## src/rtl/bcd_scan_decoder.sv

```systemverilog
// bcd_scan_decoder
//   This block holds DIGITS packed BCD digits and shows them one at a time
//   on a multiplexed display. It scans the digits in turn, and each digit
//   stays selected for SCAN_DIV clock cycles.
//
//   New values are double-buffered. A load goes into a shadow register. The
//   active register takes the shadow only at a frame boundary, so a frame
//   never shows digits from two different values.
//
//   Optional build macro: BCD_SCAN_LEADING_ZERO_BLANK_EN
//     When defined, leading zero digits above digit 0 are shown blank.
//
// Ports:
//   clk        system clock, rising edge
//   rst        asynchronous, active-high reset
//   en         1 = scan; 0 = blank the outputs and park the scan at digit 0
//   load       strobe that captures bcd_in
//   bcd_in     packed BCD input; digit k is bcd_in[4k+3:4k]
//   dec_out    one-hot decimal value of the shown digit (bit n = value n)
//   dig_sel    one-hot select of the shown digit
//   dig_idx    binary index of the shown digit
//   invalid    the shown digit holds a code from 10 to 15
//   frame_done one-cycle pulse after the last digit's slot ends
module bcd_scan_decoder #(
   parameter int DIGITS   = 4,
   parameter int SCAN_DIV = 4,
   localparam int IW = (DIGITS > 1) ? $clog2(DIGITS) : 1
) (
   input  logic                  clk,
   input  logic                  rst,
   input  logic                  en,
   input  logic                  load,
   input  logic [4*DIGITS-1:0]   bcd_in,
   output logic [9:0]            dec_out,
   output logic [DIGITS-1:0]     dig_sel,
   output logic [IW-1:0]         dig_idx,
   output logic                  invalid,
   output logic                  frame_done
);

   localparam int DW = (SCAN_DIV > 1) ? $clog2(SCAN_DIV) : 1;

   typedef enum logic {BLANK, SCAN} state_t;

   state_t                state_q, state_d;
   logic [DW-1:0]         div_q, div_d;
   logic [IW-1:0]         idx_q, idx_d;
   logic [4*DIGITS-1:0]   shadow_q, shadow_d;
   logic [4*DIGITS-1:0]   active_q, active_d;
   logic                  pending_q, pending_d;
   logic [9:0]            dec_q, dec_d;
   logic [DIGITS-1:0]     sel_q, sel_d;
   logic [IW-1:0]         didx_q, didx_d;
   logic                  inv_q, inv_d;
   logic                  fdone_q, fdone_d;

   logic [3:0]            cur;
   logic                  lz_blank;
   logic [9:0]            dec_shown;
   logic                  last_slot, last_dig, xfer;

   // This is the digit at idx_q, taken from active_q before the edge.
   always_comb begin
      cur = 4'(active_q >> (4 * int'(idx_q)));
`ifdef BCD_SCAN_LEADING_ZERO_BLANK_EN
      // A digit is blanked when it and every digit above it are zero.
      // An invalid code is nonzero, so it already stops blanking below it.
      lz_blank = (idx_q != '0) && ((active_q >> (4 * int'(idx_q))) == '0);
`else
      lz_blank = 1'b0;
`endif
      dec_shown = (cur <= 4'd9 && !lz_blank) ? (10'd1 << cur) : 10'd0;
   end

   always_comb begin
      state_d   = state_q;
      div_d     = div_q;
      idx_d     = idx_q;
      shadow_d  = shadow_q;
      active_d  = active_q;
      pending_d = pending_q;
      dec_d     = '0;
      sel_d     = '0;
      didx_d    = '0;
      inv_d     = 1'b0;
      fdone_d   = 1'b0;
      xfer      = 1'b0;
      last_slot = (div_q == DW'(SCAN_DIV - 1));
      last_dig  = (idx_q == IW'(DIGITS - 1));

      case (state_q)
         BLANK: begin
            div_d = '0;
            idx_d = '0;
            // Entering SCAN acts as a frame boundary for the double buffer.
            if (en) begin
               state_d = SCAN;
               xfer    = 1'b1;
            end
         end
         SCAN: begin
            if (!en) begin
               state_d = BLANK;
               div_d   = '0;
               idx_d   = '0;
            end else begin
               dec_d  = dec_shown;
               sel_d  = DIGITS'(1) << idx_q;
               didx_d = idx_q;
               inv_d  = (cur > 4'd9);
               if (last_slot) begin
                  div_d = '0;
                  if (last_dig) begin
                     idx_d   = '0;
                     xfer    = 1'b1;
                     fdone_d = 1'b1;
                  end else begin
                     idx_d = IW'(idx_q + 1'b1);
                  end
               end else begin
                  div_d = DW'(div_q + 1'b1);
               end
            end
         end
         default: state_d = BLANK;
      endcase

      // A load on the boundary edge goes straight to active. Otherwise the
      // shadow value moves to active at the boundary if one is pending.
      if (xfer && load) begin
         active_d  = bcd_in;
         shadow_d  = bcd_in;
         pending_d = 1'b0;
      end else begin
         if (xfer && pending_q) begin
            active_d  = shadow_q;
            pending_d = 1'b0;
         end
         if (load) begin
            shadow_d  = bcd_in;
            pending_d = 1'b1;
         end
      end
   end

   always_ff @(posedge clk or posedge rst) begin
      if (rst) begin
         state_q   <= BLANK;
         div_q     <= '0;
         idx_q     <= '0;
         shadow_q  <= '0;
         active_q  <= '0;
         pending_q <= 1'b0;
         dec_q     <= '0;
         sel_q     <= '0;
         didx_q    <= '0;
         inv_q     <= 1'b0;
         fdone_q   <= 1'b0;
      end else begin
         state_q   <= state_d;
         div_q     <= div_d;
         idx_q     <= idx_d;
         shadow_q  <= shadow_d;
         active_q  <= active_d;
         pending_q <= pending_d;
         dec_q     <= dec_d;
         sel_q     <= sel_d;
         didx_q    <= didx_d;
         inv_q     <= inv_d;
         fdone_q   <= fdone_d;
      end
   end

   assign dec_out    = dec_q;
   assign dig_sel    = sel_q;
   assign dig_idx    = didx_q;
   assign invalid    = inv_q;
   assign frame_done = fdone_q;

endmodule

```

## config.mk

```make
export PLATFORM = sky130hd
export DESIGN_NAME = bcd_scan_decoder
export DESIGN_NICKNAME = d
export VERILOG_FILES = /design/src/rtl/bcd_scan_decoder.sv
export SDC_FILE = /design/constraint.sdc
export NUM_CORES = 1
export LEC_CHECK = 0
export CORE_MARGIN = 5
export CORE_UTILIZATION = 56
export DETAILED_ROUTE_END_ITERATION = 8
export HOLD_SLACK_MARGIN = 0.08
export PLACE_DENSITY = 0.89
export SETUP_SLACK_MARGIN = 0.4
export SLEW_MARGIN = 25
export SYNTH_ARGS = -nofsm -noshare
export SYNTH_HDL_FRONTEND = slang
export SYNTH_SLANG_ARGS = --single-unit
```

## constraint.sdc

```tcl
create_clock -name clk -period 3.09 [get_ports clk]
set_clock_uncertainty 0.05 [all_clocks]
set_input_delay 0.618 -clock clk [delete_from_list [all_inputs] [get_ports clk]]
set_output_delay 0.618 -clock clk [all_outputs]
set_load 0.03 [all_outputs]
```

Word level (Yosys, flattened, before mapping):

Index checks and enable logic that the tools add are counted.

* bits in registers: 56
* bits in read-only memories: 0
* bits in writable memories: 0
* bits in latches: 0
* output and inout bits: 18
* logic and storage cells: 56
* input bits: 20
* memories kept: 0

* shift-type cells: 3
* order comparisons: 2
* $add $sub $neg: 2
* divide/modulo/power cells: 0
* equality and inequality tests: 3
* bitwise operators: 1
* muxes and demuxes: 29
* reductions and logical operators: 5
* $mul: 0

Operator list (number)
* $mux 16: 4
* $mux 10: 3
* $shr 16x4->4: 1
* $mux 2: 7
* $mux 1: 10
* $shl 1x4->10 const A: 1
* $mux 4: 2
* $pmux 2 s2: 2
* $add 2x1->2 const B: 2
* $eq 2x2->1 const B: 2
* $gt 4x4->1 const B: 1
* $le 4x4->1 const B: 1
* $reduce_bool 2->1: 2
* $shl 1x2->4 const A: 1
* $ne 3x2->1 const B: 1
* $reduce_bool 3->1: 1
* $logic_and 1x1->1: 2
* $pmux 1 s2: 1
* $not 1->1: 1

Longest topological paths before layout:

Gate-level depths: netlist of the first run.

* depth after elaboration: 9
* mapped depth: 6
* depth with buffers taken out: 4

Worst setup path after synthesis of the first run:

No wires, ideal clock.

* path kind: reg2reg
* from: reg div_q[0]
* to: reg active_q[15]
* arrival time: 1.404 ns
* period minus slack after synthesis: 1.591 ns
* buffers on the path: 2
* library setup time: 0.137 ns
* path slack: 1.499 ns
* required time: 2.903 ns
* cell stages (with the launch flop): 7
* cells stage by stage: dfrtp_1 -> ha_1 -> a21bo_2 -> and3b_1 -> buf_2 -> buf_2 -> a2bb2oi_1

* longest elaborated chain between the ends: 6
* elaborated cells on any way between the ends: 8
* those cells by class: 1 x eq/ne; 4 x mux; 3 x reduce/logical

RTL lines
* start: declaration: RTL line 46 `logic [DW-1:0] div_q, div_d;`
* start signal: assignment: RTL line 161 `div_q <= div_d;`
* $eq 2x2->1 *: RTL line 88 `last_slot = (div_q == DW'(SCAN_DIV - 1));`
* $mux 1 *: RTL line 111 `if (last_slot) begin`
* $mux 1 *: RTL line 102 `if (!en) begin`
* $pmux 1 s2 *: RTL line 91 `case (state_q)`
* $logic_and 1x1->1, on equally long branches: RTL line 130, 135
* $mux 16 / $reduce_bool 2->1 (equally long branches)
* end signal: assignment: RTL line 164 `active_q <= active_d;`
* end: declaration: RTL line 49 `logic [4*DIGITS-1:0] active_q, active_d;`

Every way passes the cells marked *; elsewhere a longest branch is shown, timed or not.
A chain may end at the register's enable or synchronous reset.

Worst setup path after layout of the first run:

* from: in load
* to: reg active_q[4]

* longest elaborated chain between the ends: 2
* elaborated cells on any way between the ends: 3
* those cells by class: 1 x mux; 2 x reduce/logical

RTL lines
* start: declaration: RTL line 32 `input logic load,`
* $logic_and 1x1->1 *: RTL line 130 `if (xfer && load) begin`
* $mux 16 / $reduce_bool 2->1 (equally long branches)

Marked as above.

==> results of run 1 <==
power breakdown:
part | leakage [nW] | switching, W | internal (W)
registers | 0.695 | 0.0000378 | 0.000799
logic | 0.483 | 0.000108 | 0.000120
clock network | 0.0404 | 0.000239 | 0.000161
total | 1.22 | 0.000384 | 0.00108
layer usage:
metal,GRT usage,vias to the layer above
li1,-,715
met1,0.2138,729
met2,0.2810,49
met3,0.04324,8
met4,0.05929,0
met5,0,-
cell families after synthesis:
| kind of cell | Yosys count | share of synthesized area |
|---|---|---|
| flip-flops | 56 | 0.5999 |
| AO/OA/AOI/OAI | 37 | 0.1189 |
| AND/OR/NAND/NOR | 35 | 0.09320 |
| buffers and inverters | 22 | 0.04071 |
| multiplexers | 22 | 0.1205 |
| adder cells (fa/ha/maj) | 5 | 0.02678 |
cell type report:
type | instances | area, um^2
well taps | 50 | 62.56
flip-flops and latches | 56 | 1401
multi-input cells | 99 | 839.6
fillers | 304 | 1202
repair buffers | 40 | 392.9
clock buffers | 5 | 68.82
inverters | 10 | 37.54
clock inverters | 3 | 23.77
cells in the final DEF, fill, tap and decap left out:
cell	count
clkinv_4	1
clkdlybuf4s50_1	37
o22a_1	1
buf_4	3
a21oi_1	1
or2_4	1
and3_1	5
nor2b_1	1
a2bb2oi_1	12
nand2b_1	3
o22ai_1	16
and2_1	2
a21bo_2	1
clkbuf_8	5
mux4_1	1
mux2i_1	3
ha_1	5
mux4_2	2
nor3b_1	3
inv_1	9
clkinvlp_4	2
nand3b_1	1
nand3_1	1
nor3_1	7
nand2_1	2
nor2_1	5
inv_2	1
mux2_2	16
and3b_2	1
dfrtp_1	56
a22oi_1	5
nor3b_2	2
and3b_1	1
o2111a_1	1
registers in the layout (all words and copies together) (netlist names):
register,flops
div_q,2
active_q,16
frame_done,1
idx_q,2
state_q,1
dig_idx,2
pending_q,1
shadow_q,16
invalid,1
dec_out,10
dig_sel,4
worst min path at each step:
| stage | from | to | slack [ns] | cells after the start |
|---|---|---|---|---|
| 2_1_floorplan | div_q[0]$_DFF_PP0_ | div_q[0]$_DFF_PP0_ | 0.36 | 1 |
| 3_5_place_dp | div_q[0]$_DFF_PP0_ | div_q[0]$_DFF_PP0_ | 0.39 | 1 |
| 5_1_grt | div_q[0]$_DFF_PP0_ | div_q[0]$_DFF_PP0_ | 0.43 | 1 |
| 3_3_place_gp | div_q[0]$_DFF_PP0_ | div_q[0]$_DFF_PP0_ | 0.38 | 1 |
| 6_report | div_q[0]$_DFF_PP0_ | div_q[0]$_DFF_PP0_ | 0.40 | 1 |
| 4_1_cts | div_q[0]$_DFF_PP0_ | div_q[0]$_DFF_PP0_ | 0.40 | 1 |
per-stage QoR:
| stage | worst slack, ns | cells |
|---|---|---|
| 2_1_floorplan | 1.051 | 177 |
| 3_3_place_gp | 0.7431 | 255 |
| 3_5_place_dp | 0.6576 | 255 |
| 4_1_cts | 0.9922 | 263 |
| 5_1_grt | 0.8468 | 263 |
| 6_report | 0.9769 | 263 |
==> impl_metrics.json, run 1 <==
{
  "h-tree-depth": 2,
  "dr_wl_met3_um": 330,
  "slowest_delay_ns": 0.73,
  "timing.rr.start": "idx_q[0]$_DFFE_PP0P_",
  "cts_buffer_depth": 2,
  "fin_area_um2": 2826,
  "worst_path_max_delay_cell": "clkdlybuf4s50_1",
  "dp_hpwl_mm": 3.049,
  "worst_slew_pin_slew_ns": 0.5876,
  "synth_cell_types": 32,
  "critPathLaunchType": "input port",
  "rsz0062_at_grt": "no",
  "maxCapViolCount": 0,
  "antennaDiodeCount": 0,
  "max_freq_mhz": 473.2,
  "placed_area_um2": 2734,
  "fin_crit_ns": 2.113,
  "arrival_ns": 2.30,
  "synth-edff-count": 0,
  "post_cts_buffers": 0,
  "synth_top_area_share": 0.5999,
  "wl_per_cell_um": 15.87,
  "ir_worst_vdd_uv": 368.9,
  "synth_most_common_cell": "dfrtp_1",
  "critPathKind": "input port to flop",
  "path_cells": "clkdlybuf4s50_1 > nor2_1 > and3b_1 > a2bb2oi_1",
  "dieArea_um2": 5563,
  "numPortBuffers": 37,
  "max_slew_margin": 0.6083,
  "cts_tree": "yes",
  "drc": 0,
  "routed_via_density": 5.707,
  "gp_congestion": 0.7903,
  "p_leak_nw": 1.218,
  "cts_buffers": 5,
  "cp-endpoint": "active_q[4]$_DFFE_PP0P_",
  "outcome": "complete, no violations",
  "syn-cell-area_um2": 2336,
  "slew_violations": 0,
  "synthToLayoutAreaGrowth_pct": 21.00,
  "grt_max_degree": 28,
  "hold_path.class": "flop to flop",
  "synth.area.top_cells": "dfrtp_1 60%, mux2_2 7.7%, a2bb2oi_1 4.5%",
  "grt_pass1_vias": 1515,
  "route.vias.total": 1501,
  "grt_pass1_wl_mm": 7.010,
  "die_w_um": 74.59,
  "worst_ep_required_time_ns": 3.28,
  "rows": 23,
  "r2r_end": "active_q[4]$_DFFE_PP0P_",
  "antenna_found_initial": 0,
  "clk_pin_slew_worst_paths_ns": 0.10,
  "fin_hold_ws_ns": 0.3992,
  "synthCells": 177,
  "pin_count": 38,
  "ant_nets": 0,
  "hold_buffers": 0,
  "syn_nets": 202,
  "die_height_um": 74.59,
  "crit_family": "buffers and inverters",
  "total_power_w": 0.001463,
  "start_util": 0.5798,
  "clock_latency_ns": 0.31,
  "yosysWarnings": 0,
  "critical_path_depth": 4,
  "synth_commonest_cells": "56 x dfrtp_1, 16 x mux2_2, 16 x o22ai_1, 12 x a2bb2oi_1, 10 x inv_1",
  "finalSetupViolations": 0,
  "synth_top_area_cell": "dfrtp_1",
  "met1_length_mm": 1.718,
  "hold_viol": 0,
  "r2r_slack_ns": 1.18,
  "drive_gt1_frac": 0.1643,
  "critPathCaptureType": "flop",
  "ys.flop_type": "dfrtp_1",
  "cp_max_fo": 16,
  "cts_root_buffer": "clkbuf_8",
  "drt_pass1_iterations": 4,
  "cts_num_sinks": 56,
  "dr.max_layer_used": "met4",
  "timing.setup.tns_ns": 0,
  "drt-initial-drc-count": 91,
  "avgSynthCellArea_um2": 13.20,
  "grtUsageTotal": 0.1684,
  "drt-total-wl_mm": 4.174,
  "core_area_um2": 4029,
  "overflow": 0,
  "ys_ff_latch": 56,
  "critPathLaunch": "load",
  "ys_seq_area_frac": 0.5999,
  "reg2reg_depth": 4,
  "min_period_over_period": 0.6839,
  "cts-resized-gates": 0,
  "dr_wl_met2_mm": 2.071,
  "power.density_nw_per_um2": 517.7,
  "finalNetCount": 237,
  "async_flop_share": 1.000,
  "crit_buf_inv": 1,
  "final_util": 0.7016
}
Power figures use the tool's default switching activity.
==> inputs of run 2 (changes only) <==
--- a/config.mk
+++ b/config.mk
@@ -6,10 +6,10 @@
 export NUM_CORES = 1
 export LEC_CHECK = 0
 export CORE_MARGIN = 5
-export CORE_UTILIZATION = 56
+export CORE_UTILIZATION = 47
 export DETAILED_ROUTE_END_ITERATION = 8
 export HOLD_SLACK_MARGIN = 0.08
-export PLACE_DENSITY = 0.89
+export PLACE_DENSITY = 0.8
 export SETUP_SLACK_MARGIN = 0.4
 export SLEW_MARGIN = 25
 export SYNTH_ARGS = -nofsm -noshare
==> constraint.sdc (replaced) <==
create_clock -name clk -period 1.8 [get_ports clk]
set_clock_uncertainty 0.05 [all_clocks]
set_input_delay 0.36 -clock clk [delete_from_list [all_inputs] [get_ports clk]]
set_output_delay 0.36 -clock clk [all_outputs]
set_load 0.03 [all_outputs]
==> run 2 against run 1 <==
Against the previous run:
- utilization down 0.85 points
- via count up 8.4%
- highest routed layer unchanged
- first-iteration DRC count up 15%
- largest power group unchanged
- critical endpoint is now dec_out[3]$_DFF_PP0_
- total power up 84%
- cell count up 14%
==> impl_metrics.json, run 2 (same netlist as run 1, synthesis figures left out) <==
{
  "cts_buffers": 5,
  "drc": 0,
  "drt_pass1_iterations": 4,
  "worst_ep_required_time_ns": 1.98,
  "maxCapViolCount": 0,
  "cts_buffer_depth": 2,
  "slew_violations": 0,
  "drive_gt1_frac": 0.4592,
  "antennaDiodeCount": 0,
  "layout.cells.most_common": "dfrtp_1",
  "die_height_um": 80.50,
  "p_leak_nw": 1.395,
  "grt_pass1_wl_mm": 7.755,
  "cp_max_fo": 4,
  "fin_hold_ws_ns": 0.3924,
  "cts_tree": "yes",
  "outcome": "complete, no violations",
  "met1_length_mm": 2.149,
  "fillers": 327,
  "hold_viol": 0,
  "finalSetupViolations": 0,
  "hold_buffers": 0,
  "total_power_w": 0.002686,
  "rows": 25,
  "critPathLaunchType": "flop",
  "critPathKind": "flop to flop",
  "numPortBuffers": 37,
  "critPathCaptureType": "flop",
  "overflow": 0,
  "route.vias.total": 1627,
  "drt-total-wl_mm": 4.951,
  "routed_via_density": 5.423,
  "rsz0062_at_grt": "yes",
  "drt-initial-drc-count": 105,
  "die_w_um": 80.50,
  "cts_num_sinks": 56,
  "hold_path.class": "input port to asynchronous set/reset pin",
  "cts_root_buffer": "clkbuf_8",
  "max_slew_margin": 0.6653,
  "grt_pass1_vias": 1634,
  "dieArea_um2": 6480,
  "antenna_found_initial": 0,
  "dr_wl_met3_um": 217,
  "fin_crit_ns": 1.646,
  "min_period_over_period": 0.9146,
  "ant_nets": 0,
  "wl_per_cell_um": 16.50,
  "worst_slew_pin_slew_ns": 0.5021,
  "finalNetCount": 258,
  "clock_latency_ns": 0.30,
  "power.density_nw_per_um2": 809.9,
  "core_area_um2": 4786,
  "dr_wl_met2_mm": 2.534,
  "grt_max_degree": 35,
  "arrival_ns": 1.83,
  "gp_congestion": 0.7753,
  "pre_cts_ws_ns": -0.04934,
  "ir_worst_vdd_uv": 455.7,
  "dr.max_layer_used": "met4",
  "synthToLayoutAreaGrowth_pct": 41.99,
  "start_util": 0.4881,
  "post-route-worst-setup-slack_ns": 0.1537,
  "h-tree-depth": 2,
  "max_freq_mhz": 607.4,
  "layout_common_cells": "55 x dfrtp_1, 19 x clkdlybuf4s50_1, 17 x clkdlybuf4s15_2",
  "dp_hpwl_mm": 2.954,
  "grtUsageTotal": 0.1560,
  "clk_pin_slew_worst_paths_ns": 0.09,
  "pin_count": 38
}
==> run 2: area by class of cell <==
type                       instances  area, um^2  share of cell area
sequential                        56        1403              0.4229
clock buffer                       7       96.34             0.02905
timing repair buffer              60       654.4              0.1973
tap                               67       83.83             0.02527
multi-input combinational        100        1033              0.3116
inverter                          10       46.29             0.01396
==> run 2: stage by stage <==
stage	utilization	area [um^2]	setup TNS, ns	instances
after floorplan	-	2359	0	177
after global placement	0.5979	2861	-0.05381	280
after detailed placement	0.5979	2861	-0.1812	280
after CTS	0.6685	3199	0	294
after global routing	0.6931	3317	0	300
final	0.6931	3317	0	300
==> run 2: final timing paths <==
check / start / to / slack [ns] / cells past startpoint
setup / recovery: idx_q[1]$_DFFE_PP0P_ / dec_out[3]$_DFF_PP0_ / 0.15 / 4
hold / removal: rst / invalid$_DFF_PP0_ / 0.39 / 3
setup reg to reg: idx_q[1]$_DFFE_PP0P_ / dec_out[3]$_DFF_PP0_ / 0.15 / 4
hold reg to reg: div_q[0]$_DFF_PP0_ / div_q[0]$_DFF_PP0_ / 0.42 / 1
max in group asynchronous: rst / active_q[1]$_DFFE_PP0P_ / 1.10 / 3
min in group clk: div_q[0]$_DFF_PP0_ / div_q[0]$_DFF_PP0_ / 0.42 / 1
==> run 2: routing by layer <==
| metal | vias to the layer above | GRT usage |
|---|---|---|
| met5 | - | 0 |
| met4 | 0 | 0.04054 |
| met3 | 8 | 0.03363 |
| met2 | 50 | 0.2707 |
| met1 | 815 | 0.1969 |
| li1 | 754 | - |
==> run 2: critical path: stages (launching register included) <==
cell	delay, ns
dfrtp_2	0.43
buf_6	0.11
mux4_2	0.53
or2_4	0.30
nor3b_2	0.15
==> run 2: timing repair <==
item,in CTS,in global routing
hold endpoints to repair,0,0
pin swaps,4,3
buffers inserted,5,5
resized for setup,84,20
endpoints found under the setup margin,47,31
gates cloned,2,1
==> run 2: where the power goes <==
part	switching [W]	internal (W)	leakage, nW
clock	0.000380	0.000343	0.0503
combinational	0.000223	0.000282	0.652
sequential	0.0000866	0.00137	0.693
==> inputs of run 3 (changes only) <==
--- a/config.mk
+++ b/config.mk
@@ -6,10 +6,10 @@
 export NUM_CORES = 1
 export LEC_CHECK = 0
 export CORE_MARGIN = 5
-export CORE_UTILIZATION = 47
+export CORE_UTILIZATION = 31
 export DETAILED_ROUTE_END_ITERATION = 8
 export HOLD_SLACK_MARGIN = 0.08
-export PLACE_DENSITY = 0.8
+export PLACE_DENSITY = 0.57
 export SETUP_SLACK_MARGIN = 0.4
 export SLEW_MARGIN = 25
 export SYNTH_ARGS = -nofsm -noshare
==> constraint.sdc (replaced) <==
create_clock -name clk -period 1.64 [get_ports clk]
set_clock_uncertainty 0.05 [all_clocks]
set_input_delay 0.328 -clock clk [delete_from_list [all_inputs] [get_ports clk]]
set_output_delay 0.328 -clock clk [all_outputs]
set_load 0.03 [all_outputs]
==> run 3 against run 2 <==
Against the previous run:
- wire length is 4.4% lower
- first-iteration DRC count is 42% lower
- worst hold slack worse by 0.13 ns
- clock-buffer cell count is 1 lower
- critical path depth is 1 lower
- non-clock buffer count is 4 lower
- die area is 45% higher
- global-route usage is 5.0 points lower
- register-to-register slack worse by 0.08 ns
==> impl_metrics.json, run 3 (same netlist as run 1, synthesis figures left out) <==
{
  "outcome": "complete, no violations",
  "p_sw_w": 0.0007427,
  "pwr-share-seq": 0.524,
  "ir_worst_vdd_uv": 383.7,
  "drt-total-wl_mm": 4.734,
  "drc": 0,
  "finalSetupViolations": 0,
  "hold_path.class": "input port to asynchronous set/reset pin",
  "fin_crit_ns": 1.566,
  "start_util": 0.3203,
  "final_util": 0.4317,
  "dp_hpwl_mm": 3.467,
  "hold_viol": 0,
  "layout_common_cells": "55 x dfrtp_1, 18 x clkdlybuf4s50_1, 18 x buf_6",
  "core_area_um2": 7292,
  "slew_violations": 0,
  "layout.cells.most_common": "dfrtp_1",
  "placed_area_um2": 2957,
  "grt_pass1_vias": 1679,
  "clockPowerShare": 0.315,
  "comb_power_share": 0.161,
  "critPathCaptureType": "flop",
  "clock_latency_ns": 0.31,
  "grt_pass1_wl_mm": 8.252,
  "routed_via_density": 4.760,
  "max_slew_margin": 0.7399,
  "path_cells": "mux4_1 > buf_4 > nor3_1",
  "dieArea_um2": 9371,
  "pre_cts_ws_ns": -0.1130,
  "crit_buf_inv": 1,
  "cp_max_fo": 10,
  "route.vias.total": 1566,
  "cts_num_sinks": 56,
  "critPathKind": "flop to flop",
  "worst_slew_pin_slew_ns": 0.3897,
  "intPower_w": 0.002275,
  "clk_pin_slew_worst_paths_ns": 0.10,
  "fin_area_um2": 3148,
  "antenna_found_initial": 0,
  "min_period_over_period": 0.9546,
  "drt-initial-drc-count": 61,
  "power.density_nw_per_um2": 958.7,
  "grtUsageTotal": 0.1060,
  "p_leak_nw": 1.389,
  "worst_ep_required_time_ns": 1.82,
  "worst_path_max_delay_cell": "mux4_1",
  "switching_share": 0.2461,
  "die_w_um": 96.81,
  "arrival_ns": 1.74,
  "drt_pass1_iterations": 4,
  "gp_congestion": 0.7537,
  "rows": 31,
  "slowest_delay_ns": 0.60,
  "ant_nets": 0,
  "antennaDiodeCount": 0,
  "h-tree-depth": 2,
  "die_height_um": 96.81,
  "cts_buffers": 5,
  "cts_tree": "yes",
  "grt_max_degree": 31,
  "crit_family": "multiplexers",
  "pin_count": 38,
  "critPathLaunchType": "flop",
  "overflow": 0,
  "drive_gt1_frac": 0.3391,
  "max_freq_mhz": 638.7,
  "finalNetCount": 254,
  "total_power_w": 0.003018,
  "numPortBuffers": 37,
  "post-route-worst-setup-slack_ns": 0.07443,
  "maxCapViolCount": 0,
  "cts_root_buffer": "clkbuf_8",
  "rsz0062_at_grt": "yes",
  "wl_per_cell_um": 14.39,
  "synthToLayoutAreaGrowth_pct": 34.76,
  "cts_buffer_depth": 2
}
==> run 3: power by group through the flow <==
stage          Sequential, W  Combinational (W)  Clock [W]
3_3_place_gp         0.00160           0.000472          0
2_1_floorplan        0.00160           0.000295          0
3_5_place_dp         0.00160           0.000481          0
5_1_grt              0.00160           0.000537    0.00103
6_report             0.00158           0.000487   0.000950
4_1_cts              0.00158           0.000488   0.000974
==> run 3: metrics by stage <==
stage / setup TNS (ns) / hold slack, ns / instances
floorplan: 0 / 0.3094 / 177
global placement: -2.763 / 0.3901 / 319
detailed placement: -2.888 / 0.3920 / 319
CTS: 0 / 0.2614 / 329
global route: -0.008529 / 0.2840 / 329
finish: 0 / 0.2606 / 329
==> run 3: metal layers <==
layer  up-vias  track usage  routed length, um
met5         -            0                  0
met4         0      0.03240                 64
met3         8      0.03669                199
met2        32       0.1677               2237
met1       776       0.1368               2232
li1        750            -                  -
==> run 3: final timing paths <==
kind | slack (ns) | start | cells after the start | to
min reg2reg | 0.40 | div_q[0]$_DFF_PP0_ | 1 | div_q[0]$_DFF_PP0_
max | 0.07 | idx_q[1]$_DFFE_PP0P_ | 3 | dec_out[9]$_DFF_PP0_
max in group asynchronous | 0.86 | rst | 3 | idx_q[1]$_DFFE_PP0P_
max reg2reg | 0.07 | idx_q[1]$_DFFE_PP0P_ | 3 | dec_out[9]$_DFF_PP0_
min | 0.26 | rst | 2 | shadow_q[0]$_DFFE_PP0P_
min in group clk | 0.40 | div_q[0]$_DFF_PP0_ | 1 | div_q[0]$_DFF_PP0_
==> run 3: cell type report <==
class	count	area, um^2
Clock inverter	2	38.79
Fill cell	706	4144
Tap cell	99	123.9
Inverter	10	41.29
Clock buffer	6	82.58
Sequential cell	56	1403
Multi-Input combinational cell	100	879.6
Timing Repair Buffer	56	579.3
==> run 3: timing repair <==
item,CTS,global route
endpoints found under the hold margin,0,0
hold buffers,0,0
pin swaps,2,0
resized for setup,113,31
endpoints found under the setup margin,64,50
buffers inserted,1,0
cloned,1,0
==> variant 1, RTL diff (config.mk and constraints of run 3) <==
Reset style: synchronous (`rst`), changed in one clocked block. Comments in the files are not updated.
--- a/src/rtl/bcd_scan_decoder.sv
+++ b/src/rtl/bcd_scan_decoder.sv
@@ -143,7 +143,7 @@
       end
    end
 
-   always_ff @(posedge clk or posedge rst) begin
+   always_ff @(posedge clk) begin
       if (rst) begin
          state_q   <= BLANK;
          div_q     <= '0;
Check against the original RTL: differs if rst is asserted again (counterexample within 4 cycles, from zero or initial values and one cycle with rst high); with rst held inactive, the same outputs for 10 cycles.
==> variant 1 against run 3 <==
The flow now finishes with violations (setup timing); first-iteration DRC count is 3.3% lower; worst setup slack got worse by 84 ps; utilization is 0.92 points higher; fmax is 5.1% lower; sequential cell count is the same; synthesized area fell by 11%; die area decreased by 10%; wire length down 15%; cell area decreased by 10%; count of clock-buffer cells in the layout down 1; cell count is 4.6% lower; total power fell by 15%; largest cell class unchanged.
==> variant 1: results (changes against run 3) <==
GRT_PASS1_VIAS=1407  # was 1,679
SYNTH.TOP_CELLS.BY_COUNT='dfxtp_1, nor2_1, mux2i_1, nor2b_1, mux2_2'  # was dfrtp_1, mux2_2, o22ai_1, a2bb2oi_1, inv_1
INSERTEDDIODECOUNT=0  # unchanged
CLKSLEWWORSTSETUPHOLDPATHS_PS=100  # about the same
DRT_FIRST_ITER_VIOLATIONS=59  # was 61
MIN_PATH_CELLS=1
CTS_MADE_BUFFERS=5  # unchanged
TOTALWIRELENGTH_UM=4040  # was 4730 µm
BUFFER_PORTS.INSERTED=37  # unchanged
SLEW_HEADROOM_PCT=83.7  # was 74.0%
YS.WARNINGS.COUNT=0  # unchanged
SETUP_TNS_PS=-9.52  # was 0 ps
R2R.WORST_PATH.CELLS=4  # was 3
STATUS='finished, violations left'  # was finished clean
YS_SEQ_AREA_SHARE_PCT=54.2  # was 60.0%
SYNTH_AREA_LEADERS='dfxtp_1, mux2i_1, mux2_2'  # was dfrtp_1, mux2_2, a2bb2oi_1
CRITICAL_PATH_ARRIVAL_PS=1800  # was 1740 ps
STDCELL_COUNT=314  # was 329
POST_ROUTE_CELLS_DRIVE_ABOVE_1_SHARE_PCT=33.3  # was 33.9%
YS_DOMINANT_REG_CELL='dfxtp_1'  # was dfrtp_1
YS_ASYNC_SR_FRACTION_PCT=0  # was 100%
SETUP_VIOL_COUNT_FINAL=1  # was 0
DPL.CELL_COUNT=302  # was 319
LEAKAGE_nW=1.21  # was 1.39 nW
CLOCK_TREE.HTREE_LEVEL_COUNT=2  # unchanged
CLK-INSERTION-DELAY-LATE_PS=300
DP.FINAL_HPWL_UM=2920  # was 3470 µm
HOLD_PATH_CLASS='flop to flop'  # was primary input to async pin
AVGSYNTHCELLAREA_UM2=11.3  # was 13.2 µm²
GP_ROUTABILITY_CONGESTION=0.727  # was 0.754
TOTAL_NETS_FINAL=258  # was 254
ANTENNA_FOUND_INITIAL=0  # unchanged
FAILED_CHECKS='setup timing'
SYN-NUM-NETS=205  # was 202
SYNTH_CELL_TYPE_COUNT=27  # was 32
ROUTED_VIA_DENSITY=4.59  # was 4.76
GRT_FIRST_PASS_WIRELENGTH_UM=6870  # was 8250 µm
MAX-VDD-IR-DROP_uV=473  # was 384 µV
TIMING.CRITICAL_PATH.FANOUT_MAX=5  # was 10
POST-PLACE-WS_PS=-136  # was -113 ps
GRT_START_MAX_NET_PINS=39  # was 31
CLOCKBUFFERDEPTH=2  # unchanged
POST_DP_CELL_AREA_MM2=0.00270  # was 0.00296 mm²
CTS_ROOT_BUFFER='clkbuf_8'  # unchanged
DRT_PRE_ANTENNA_ITERS=4  # unchanged
P_SW_mW=0.559  # was 0.743 mW
GRT_UTIL_ALL_LAYERS_PCT=10.1  # was 10.6%
SETUP_SLACK_PS=-9.52  # was 74.4 ps
variant 1: cell types whose count changed after synthesis, sizes merged, moves of 8 or more:
| cell | run 3 | this run |
|---|---|---|
| dfxtp | 0 | 56 |
| nor2 | 5 | 24 |
| nor2b | 1 | 15 |
| a2bb2oi | 12 | 0 |
| o22ai | 16 | 0 |
| dfrtp | 56 | 0 |
| mux2i | 3 | 18 |
| inv | 10 | 2 |
variant 1: final cells by class:
| type | instances | area, µm² |
|---|---|---|
| Fill cell | 601 | 3590 |
| Sequential cell | 56 | 1130 |
| Multi-Input combinational cell | 115 | 1000 |
| Timing Repair Buffer | 56 | 482 |
| Tap cell | 77 | 96.3 |
| Clock buffer | 5 | 68.8 |
| Clock inverter | 3 | 42.5 |
| Inverter | 2 | 7.51 |
variant 1: worst paths after layout:
kind	start	end	slack (ps)
max reg2reg	idx_q[1]	invalid	-10
max	idx_q[1]	invalid	-10
min	div_q[0]	div_q[0]	380
min reg2reg	div_q[0]	div_q[0]	380
variant 1: cells by family after synthesis:
group | count (synthesis) | share of synthesized area (%)
buffers and inverters | 12 | 2.78
muxes | 34 | 19.6
DFF | 56 | 54.2
AOI/OAI and AO/OA | 10 | 3.99
and+or+nand+nor | 69 | 18.2
adders and majority gates | 2 | 1.21
variant 1: repair_timing:
action	4_1_cts	5_1_grt
setup endpoints to repair	51	35
gates resized for setup	98	14
buffers inserted	3	1
pin swaps	2	3
variant 1: per-layer routing:
metal,part of all wire (%),GRT usage (%),routed length [µm]
met5,0,0,0
met4,1.1,3.39,44
met3,5.0,2.95,201
met2,47,16.3,1890
met1,47,12.9,1900
variant 1: power groups by stage:
| stage | sequential (mW) | clock, mW | combinational, mW |
|---|---|---|---|
| finish | 1.42 | 0.882 | 0.265 |
| global route | 1.43 | 0.978 | 0.288 |
| CTS | 1.42 | 0.918 | 0.259 |
| detailed placement | 1.46 | 0 | 0.250 |
| global placement | 1.45 | 0 | 0.247 |
| floorplan | 1.45 | 0 | 0.145 |
variant 1: critical path: stages, from the launching register on:
cell	delay [ps]
dfxtp_4	380
buf_12	110
mux4_2	530
or2_4	310
and3_1	170
==> variant 2, RTL diff (flow settings as in run 3) <==
Made on the original files. Add a define of `BCD_SCAN_LEADING_ZERO_BLANK_EN`.
--- a/src/rtl/bcd_scan_decoder.sv
+++ b/src/rtl/bcd_scan_decoder.sv
@@ -21,6 +21,8 @@
 //   dig_idx    binary index of the shown digit
 //   invalid    the shown digit holds a code from 10 to 15
 //   frame_done one-cycle pulse after the last digit's slot ends
+`define BCD_SCAN_LEADING_ZERO_BLANK_EN
+
 module bcd_scan_decoder #(
    parameter int DIGITS   = 4,
    parameter int SCAN_DIV = 4,
Check against the original RTL: not equivalent (Yosys sat finds a counterexample within 10 cycles, from zero or initial values and one cycle with rst high).
==> variant 2 against run 3 <==
The run now ends with setup timing left; cell count fell by 5.2%; critical path depth up 1; cell area increased by 2.1%; hold slack improved by 130 ps; wire length is 10% lower; combinational power up 38%; total power increased by 2.1%; global-route usage is 0.16 points lower; first-iteration DRC count down 31%; synthesized area decreased by 5.6%; count of clock-buffer cells in the layout rose by 1; sequential power grew 3%; sequential cell count did not move; worst setup slack got worse by 120 ps; critical path type unchanged; largest cell class unchanged; largest power group unchanged.
==> variant 2: results (changes against run 3) <==
CRITICAL_PATH_ARRIVAL_PS=1830  # was 1740 ps
AREA_SHARE_OF_FA_HA_MAJ_CELLS_AFTER_SYNTHESIS_PCT=2.84  # was 2.68%
POST_CTS.RESIZED_INSTANCES=112  # was 113
ROUTED_VIA_DENSITY=4.32  # was 4.76
CTS_MADE_BUFFERS=5  # unchanged
POST_ROUTE_CELLS_DRIVE_ABOVE_1_SHARE_PCT=50.5  # was 33.9%
HOLD_PATH_CLASS='primary input to async pin'  # unchanged
GRT_FIRST_PASS_WIRELENGTH_UM=7170  # was 8250 µm
GP_ROUTABILITY_CONGESTION=0.735  # was 0.754
SETUP_TNS_PS=-85.4  # was 0 ps
TOTALWIRELENGTH_UM=4260  # was 4730 µm
GRT_UTIL_ALL_LAYERS_PCT=10.4  # was 10.6%
MAX-VDD-IR-DROP_uV=528  # was 384 µV
DRT_PRE_ANTENNA_ITERS=3  # was 4
GRT_PASS1_VIAS=1448  # was 1,679
SYNTH_AREA_LEADERS='dfrtp_1, mux2_2, mux4_2'  # was dfrtp_1, mux2_2, a2bb2oi_1
CRIT_PATH_MAX_INCR_DELAY_PS=530  # was 600 ps
MUXSHAREOFSYNTHAREA_PCT=21.0  # was 12.1%
SYNTH-COMPOUND-AREA-SHARE_PCT=1.42  # was 11.9%
FILLCELLCOUNT=631  # was 706
LEAKAGE_nW=1.46  # was 1.39 nW
STATUS='finished, violations left'  # was finished clean
FAILED_CHECKS='setup timing'
SETUP_VIOL_COUNT_FINAL=6  # was 0
YS_SEQ_AREA_SHARE_PCT=63.5  # was 60.0%
DP.FINAL_HPWL_UM=2940  # was 3470 µm
POST_DP_CELL_AREA_MM2=0.00287  # was 0.00296 mm²
DRT_FIRST_ITER_VIOLATIONS=42  # was 61
POSTCTSSETUPREPAIRBUFS=2  # was 1
SYNTH.TOP_CELLS.BY_COUNT='dfrtp_1, mux2_2, nor2_1'  # was dfrtp_1, mux2_2, o22ai_1, a2bb2oi_1, inv_1
SETUP_SLACK_PS=-48.2  # was 74.4 ps
SYNTH_CELL_TYPE_COUNT=26  # was 32
CRITICAL_PATH_CELL_WITH_THE_HIGHEST_STAGE_DELAY='mux4_2'  # was mux4_1
SYN-NUM-NETS=178  # was 202
TIMING.CRITICAL_PATH.FANOUT_MAX=6  # was 10
TOTAL_NETS_FINAL=241  # was 254
WORST_PIN_SLEW_PS=332  # was 390 ps
==> variant 2: cell count changes in the layout (fill, tap and decap cells not counted), sizes merged, moves of 5 or more <==
cell	before	now
inv	9	4
buf	37	42
nor2	5	15
nor3b	5	0
a2bb2oi	12	0
o22ai	16	0
mux2	16	32
a22oi	5	0
==> variant 2: worst paths after layout <==
check	cells after the start	end	slack, ps	startpoint
min	3	dec_out[7]	390	rst
min in group clk	1	shadow_q[0]	450	shadow_q[0]
max reg2reg	4	invalid	-50	idx_q[0]
max in group asynchronous	3	active_q[12]	890	rst
min reg2reg	1	shadow_q[0]	450	shadow_q[0]
max	4	invalid	-50	idx_q[0]
==> variant 2: metrics by stage <==
| step | instances | hold WS (ps) | setup slack [ps] |
|---|---|---|---|
| 3_5_place_dp | 299 | 435 | -319 |
| 3_3_place_gp | 299 | 428 | -303 |
| 4_1_cts | 308 | 403 | -7.50 |
| 2_1_floorplan | 153 | 309 | -12.3 |
| 5_1_grt | 312 | 416 | -108 |
| 6_report | 312 | 386 | -48.2 |
==> variant 2: report_power, final <==
group / total [mW] / internal [mW] / switching (mW)
Clock: 0.783 / 0.377 / 0.407
Sequential: 1.62 / 1.53 / 0.0941
Combinational: 0.674 / 0.408 / 0.266
Total: 3.08 / 2.31 / 0.766
==> variant 2: area by class of cell <==
cell class	count	area, µm²	share of cell area (%)
sequential	56	1400	43.6
multi-input combinational	86	922	28.7
timing repair buffer	62	649	20.2
tap	96	120	3.74
clock buffer	7	96.3	3.00
inverter	5	25.0	0.779
==> variant 2: per-layer routing <==
metal	track usage (%)	up-vias	share of wire (%)
li1	-	649	-
met1	14.1	663	48
met2	15.9	31	45
met3	2.87	5	5.0
met4	4.33	0	1.4
met5	0	-	0
